--- src/rtl/arm_cpu_pkg.sv ---
// Shared encodings for the LEGv8 multi-cycle control path.
package arm_cpu_pkg;

  localparam int unsigned INSN_W   = 32;
  localparam int unsigned ALU_OP_W = 4;
  localparam int unsigned PC_SRC_W = 2;
  localparam int unsigned OPC11_W  = 11;
  localparam int unsigned OPC8_W   = 8;
  localparam int unsigned OPC6_W   = 6;

  // ALU operation codes
  localparam logic [ALU_OP_W-1:0] ALU_AND    = 4'b0000;
  localparam logic [ALU_OP_W-1:0] ALU_OR     = 4'b0001;
  localparam logic [ALU_OP_W-1:0] ALU_ADD    = 4'b0010;
  localparam logic [ALU_OP_W-1:0] ALU_SUB    = 4'b0110;
  localparam logic [ALU_OP_W-1:0] ALU_PASS_B = 4'b0111;
  localparam logic [ALU_OP_W-1:0] ALU_NOR    = 4'b1100;

  // Instruction opcode fields
  localparam logic [OPC11_W-1:0] OPC_ADD  = 11'h458;
  localparam logic [OPC11_W-1:0] OPC_SUB  = 11'h658;
  localparam logic [OPC11_W-1:0] OPC_AND  = 11'h450;
  localparam logic [OPC11_W-1:0] OPC_ORR  = 11'h550;
  localparam logic [OPC11_W-1:0] OPC_LDUR = 11'h7C2;
  localparam logic [OPC11_W-1:0] OPC_STUR = 11'h7C0;
  localparam logic [OPC8_W-1:0]  OPC_CBZ  = 8'hB4;
  localparam logic [OPC6_W-1:0]  OPC_B    = 6'h05;

  // PC update sources
  localparam logic [PC_SRC_W-1:0] PC_SRC_SEQ    = 2'b00;
  localparam logic [PC_SRC_W-1:0] PC_SRC_COND   = 2'b01;
  localparam logic [PC_SRC_W-1:0] PC_SRC_UNCOND = 2'b10;

  typedef enum logic [2:0] {
    FETCH,
    DECODE,
    EXECUTE,
    MEMORY,
    WRITEBACK
  } state_t;

  typedef enum logic [2:0] {
    RTYPE,
    LOAD,
    STORE,
    CBZ,
    BRANCH,
    ILLEGAL
  } insn_class_t;

endpackage

--- src/rtl/instruction_class_decoder.sv ---
// Classifies the instruction register and picks the R-type ALU operation.
module instruction_class_decoder
  import arm_cpu_pkg::*;
(
  input  logic [INSN_W-1:0]   instruction,
  output insn_class_t         insn_class_c,
  output logic [ALU_OP_W-1:0] rtype_alu_opcode_c
);

  // Operand/immediate fields play no part in classification.
  logic unused_operand_bits;
  assign unused_operand_bits = ^instruction[20:0];

  // Opcode match; the 11-bit formats are checked before CBZ and B.
  always_comb begin
    insn_class_c       = ILLEGAL;
    rtype_alu_opcode_c = ALU_ADD;
    case (instruction[31:21])
      OPC_ADD: begin
        insn_class_c       = RTYPE;
        rtype_alu_opcode_c = ALU_ADD;
      end
      OPC_SUB: begin
        insn_class_c       = RTYPE;
        rtype_alu_opcode_c = ALU_SUB;
      end
      OPC_AND: begin
        insn_class_c       = RTYPE;
        rtype_alu_opcode_c = ALU_AND;
      end
      OPC_ORR: begin
        insn_class_c       = RTYPE;
        rtype_alu_opcode_c = ALU_OR;
      end
      OPC_LDUR: insn_class_c = LOAD;
      OPC_STUR: insn_class_c = STORE;
      default: begin
        if (instruction[31:24] == OPC_CBZ) begin
          insn_class_c = CBZ;
        end else if (instruction[31:26] == OPC_B) begin
          insn_class_c = BRANCH;
        end
      end
    endcase
  end

endmodule

--- src/rtl/legv8_multicycle_control.sv ---
// Multi-cycle control FSM for the LEGv8 CPU: fetch, decode, execute, memory, writeback.
module legv8_multicycle_control
  import arm_cpu_pkg::*;
(
  input  logic                input_clock,
  input  logic                input_reset_n,
  output logic                output_fetch_request,
  input  logic                input_instruction_valid,
  input  logic [INSN_W-1:0]   input_instruction,
  output logic [ALU_OP_W-1:0] output_alu_opcode,
  output logic                output_alu_src_b,
  input  logic                input_alu_zero,
  output logic                output_reg2_loc,
  output logic                output_reg_write,
  output logic                output_mem_to_reg,
  output logic                output_mem_read,
  output logic                output_mem_write,
  input  logic                input_mem_ready,
  output logic                output_pc_write,
  output logic [PC_SRC_W-1:0] output_pc_src,
  output logic                output_instruction_done,
  output logic                output_illegal
);

  state_t              state;
  state_t              next_state;
  logic [INSN_W-1:0]   instr_reg;
  insn_class_t         insn_class;
  logic [ALU_OP_W-1:0] rtype_alu_opcode;

  instruction_class_decoder u_decoder (
    .instruction        (instr_reg),
    .insn_class_c       (insn_class),
    .rtype_alu_opcode_c (rtype_alu_opcode)
  );

  // State register
  always_ff @(posedge input_clock or negedge input_reset_n) begin
    if (!input_reset_n) begin
      state <= FETCH;
    end else begin
      state <= next_state;
    end
  end

  // Instruction register, captured only on an accepted fetch
  always_ff @(posedge input_clock or negedge input_reset_n) begin
    if (!input_reset_n) begin
      instr_reg <= '0;
    end else if (state == FETCH && input_instruction_valid) begin
      instr_reg <= input_instruction;
    end
  end

  // Next-state and output decode
  always_comb begin
    next_state              = state;
    output_fetch_request    = 1'b0;
    output_alu_opcode       = ALU_ADD;
    output_alu_src_b        = 1'b0;
    output_reg2_loc         = 1'b0;
    output_reg_write        = 1'b0;
    output_mem_to_reg       = 1'b0;
    output_mem_read         = 1'b0;
    output_mem_write        = 1'b0;
    output_pc_write         = 1'b0;
    output_pc_src           = PC_SRC_SEQ;
    output_instruction_done = 1'b0;
    output_illegal          = 1'b0;

    case (state)
      FETCH: begin
        output_fetch_request = 1'b1;
        if (input_instruction_valid) begin
          next_state = DECODE;
        end
      end

      DECODE: begin
        if (insn_class == ILLEGAL) begin
          output_illegal          = 1'b1;
          output_pc_write         = 1'b1;
          output_instruction_done = 1'b1;
          next_state              = FETCH;
        end else begin
          next_state = EXECUTE;
        end
      end

      EXECUTE: begin
        case (insn_class)
          RTYPE: begin
            output_alu_opcode = rtype_alu_opcode;
            next_state        = WRITEBACK;
          end
          LOAD, STORE: begin
            output_alu_src_b = 1'b1;
            output_reg2_loc  = 1'b1;
            next_state       = MEMORY;
          end
          CBZ: begin
            output_alu_opcode       = ALU_PASS_B;
            output_reg2_loc         = 1'b1;
            output_pc_write         = 1'b1;
            output_instruction_done = 1'b1;
            output_pc_src           = input_alu_zero ? PC_SRC_COND : PC_SRC_SEQ;
            next_state              = FETCH;
          end
          BRANCH: begin
            output_pc_write         = 1'b1;
            output_instruction_done = 1'b1;
            output_pc_src           = PC_SRC_UNCOND;
            next_state              = FETCH;
          end
          default: next_state = FETCH;
        endcase
      end

      MEMORY: begin
        output_alu_src_b = 1'b1;
        output_reg2_loc  = 1'b1;
        output_mem_read  = (insn_class == LOAD);
        output_mem_write = (insn_class == STORE);
        if (insn_class != LOAD && insn_class != STORE) begin
          next_state = FETCH;
        end else if (input_mem_ready) begin
          if (insn_class == LOAD) begin
            next_state = WRITEBACK;
          end else begin
            // Store retires in the completing cycle; no writeback needed.
            output_pc_write         = 1'b1;
            output_instruction_done = 1'b1;
            next_state              = FETCH;
          end
        end
      end

      WRITEBACK: begin
        output_reg_write        = 1'b1;
        output_mem_to_reg       = (insn_class == LOAD);
        output_alu_src_b        = (insn_class == LOAD);
        output_alu_opcode       = (insn_class == RTYPE) ? rtype_alu_opcode : ALU_ADD;
        output_pc_write         = 1'b1;
        output_instruction_done = 1'b1;
        next_state              = FETCH;
      end

      default: next_state = FETCH;
    endcase
  end

endmodule
--- config.mk ---
export PLATFORM = sky130hd
export DESIGN_NAME = legv8_multicycle_control
export DESIGN_NICKNAME = d
export VERILOG_FILES = /design/src/rtl/arm_cpu_pkg.sv /design/src/rtl/instruction_class_decoder.sv /design/src/rtl/legv8_multicycle_control.sv
export SDC_FILE = /design/constraint.sdc
export NUM_CORES = 1
export LEC_CHECK = 0
export CORE_AREA = 4 4 55 57
export DETAILED_ROUTE_END_ITERATION = 16
export DIE_AREA = 0 0 59 61
export PLACE_DENSITY = 0.75
export SETUP_SLACK_MARGIN = 0.4
export SLEW_MARGIN = 20
export SYNTH_ARGS = -nofsm -noshare
export SYNTH_HDL_FRONTEND = slang
export SYNTH_SLANG_ARGS = --single-unit
--- constraint.sdc ---
create_clock -name input_clock -period 2 [get_ports input_clock]
set_input_delay 0.4 -clock input_clock [delete_from_list [all_inputs] [get_ports input_clock]]
set_output_delay 0.4 -clock input_clock [all_outputs]
set_load 0.01 [all_outputs]
==> impl_metrics.csv <==
group,metric,value,unit
worst_setup_path,start_kind,"flip-flop",
global_route,grt_max_degree,15,
sta,fin_crit_sh,117.7,%
placed_design,io_buffers,30,
die,die_h,61,µm
sta,worst_pin_slew,614.8,ps
yosys,synth_area_leader_cell,"dfrtp_1",
sta,finalHoldViolCount,0,
status,violations,"setup timing",
cells_and_area,nets,220,
placed_design,placed_cell_area,1480,µm²
worst_setup_path,critPathKind,"reg2out",
drt,wl,3558,µm
worst_setup_path,crit_fanout,3,
clocking,cts_tree,"built",
drt,drc,0,
clocking,cts-htree-levels,1,
power_and_ir_drop,power,0.9438,mW
global_route,grt_util_met2,33.28,%
sta,max-slew-margin-rel,58.88,%
worst_hold_path,hp-class,"in2async",
cells_and_area,fillers,160,
cells_and_area,ff_latch_area,352.8,µm²
clocking,path_clk_slew,80,ps
worst_setup_path,r2r.worst_path.cells,9,
die,start_util,37.63,%
drt,viasPerCell,5.278,
yosys,seq_area_frac_synth,37.58,%
yosys,synth_top_area_share,37.58,%
sta,period_needed,2355,ps
die,core,2477,µm²
worst_setup_path,reg2reg_from,"instr_reg[26]$_DFFE_PN0P_",
worst_setup_path,rrSetupSlack,90,ps
yosys,synth_nets,136,
worst_setup_path,arrival,1950,ps
global_route,grt.overflow.total,0,
cells_and_area,layout_common_cells,"38 x buf_4, 19 x buf_6, 15 x clkdlybuf4s50_1, 12 x nor2_1, 12 x dfrtp_1",
flow_run,cap_violations,0,
drt,post_drt_wl_per_cell,16.78,µm
die,dieArea,3599,µm²
global_route,grt_pass1_wl,5223,µm
cells_and_area,n_antenna_cell,0,
cells_and_area,final_common_cell,"buf_4",
cells_and_area,largest_reg_flops,11,
placed_design,post-dp-hpwl,2053,µm
sta,finClkSkew,2.586,ps
cells_and_area,multi_input_area,748.2,µm²
clocking,cts_buffers,3,
sta,setup_violations,13,
global_route,antenna_found_initial,0,
sta,tns,-3427,ps
power_and_ir_drop,power_density,497.3,nW/µm²
yosys,synth_area,932.1,µm²
global_route,grtUsageTotal,18.71,%
worst_setup_path,cp-end-kind,"output pin",
die,fp.dieW,59,µm
status,status,"complete, but fails checks",
die,top_level_ports,53,
yosys,synth.avg_cell_area,9.416,µm²
drt,vias,1119,
sta,setup_slack,-354.6,ps
worst_setup_path,r2r-end,"state[2]$_DFFE_PN0P_",
drt,dr.pass1.iters,4,
clocking,clk_latency,270,ps
worst_setup_path,startpoint,"instr_reg[26]$_DFFE_PN0P_",
global_route,grt_pass1_vias,1134,
die,rows,18,
global_route,grtUsageMet1,23.86,%
global_route,use_met3,0.6383,%
global_route,top_usage_layer,"met2",
clocking,clockBufferDepth,2,
worst_setup_path,cp.required,1600,ps
yosys,yosysWarnings,0,
sta,slew_viol_final,0,
power_and_ir_drop,power.leakage,0.8846,nW
sta,whs,505.4,ps
placed_design,globalplace.congestion,0.8068,
power_and_ir_drop,ir_drop,0.5838,mV
cells_and_area,drive_gt1_share,64.29,%
clocking,cts_root_buffer,"clkbuf_4",
yosys,ys_ff_latch,14,
sta,rsz0062_at_grt,"yes",
drt,drtIter0Drc,35,
cells_and_area,stdcell_area,1898,µm²
yosys,ys_top_cells_by_area,"dfrtp_1 38%, mux2_2 12%, nor2_1 6.0%",
cells_and_area,areaGrowthSynthToFinish,103.6,%
yosys,yosysUniqueCellTypes,38,
drt,drtAntennaViolNets,0,
yosys,synth_cells,99,
clocking,cts_num_sinks,14,
sta,fmax,424.7,MHz
placed_design,place_ws,-457.5,ps
## cells by family after synthesis
logic type | count (synthesis) | synth area share (%)
compound gates | 18 | 12.89
mux | 12 | 14.23
other cells | 1 | 0.4023
buf+inv | 6 | 4.159
simple gates | 48 | 30.74
flops | 14 | 37.58
## what timing repair did
item	in CTS	in global routing
hold endpoints to repair	0	0
gates cloned	1	0
resized for setup	101	20
hold buffers	0	0
setup buffers	18	6
pin swaps	18	7
setup endpoints to repair	28	28
## final cells by class
class,count,area share [%]
multi-input combinational,79,39.42
timing repair buffer,84,37.90
sequential,14,18.59
tap,30,1.978
clock buffer,4,1.912
inverter,1,0.1978
## per-stage QoR
step / utilization, % / cells
3_5_place_dp: 59.75 / 183
4_1_cts: 71.21 / 206
3_3_place_gp: 59.75 / 183
6_report: 76.62 / 212
5_1_grt: 76.62 / 212
2_1_floorplan: - / 99
## worst max-delay path, cell delays in order, from the launching register on
cell	delay, ps
dfrtp_1	410
nor4b_4	340
buf_4	170
and3_4	180
and2_4	150
and3_4	180
o22a_1	120
buf_2	130
## routing by layer
layer  routed length, µm  share of wire, %  vias up
li1                    -                 -      523
met1                1491                42      559
met2                1891                53       31
met3                 123               3.5        6
met4                  51               1.4        0
met5                   0                 0        -
## cell usage after synthesis, drive strengths merged
cell    instances
nand3           3
nor3b           2
a22oi           1
and3b           1
nand2           6
nor4b           2
o21ai           4
nor2b           2
and3            3
and2            4
clkbuf          1
mux2i           2
nand2b          4
mux2           10
buf             4
inv             1
conb            1
o22a            1
nand4           2
a21oi           5
o31ai           1
nor3            2
and4bb          1
a41oi           2
o211ai          1
or3             1
a32oi           1
o211a           1
nor2           15
dfrtp          14
a21o            1
## where the power goes
part	switching (mW)	internal [mW]	total, mW
Combinational	0.160	0.218	0.378
Clock	0.0883	0.111	0.199
Sequential	0.0452	0.322	0.367
## worst max-delay path by stage
| stage | end | slack (ps) | depth (start not counted) |
|---|---|---|---|
| after global routing | output_alu_opcode[0] | -470 | 8 |
| after global placement | output_instruction_done | -410 | 6 |
| after detailed placement | output_instruction_done | -460 | 6 |
| after CTS | output_alu_opcode[0] | -350 | 8 |
| after floorplan | output_pc_write | -7 | 6 |
| final | output_alu_src_b | -350 | 7 |
Note: power is estimated with default switching activity, not from simulation.
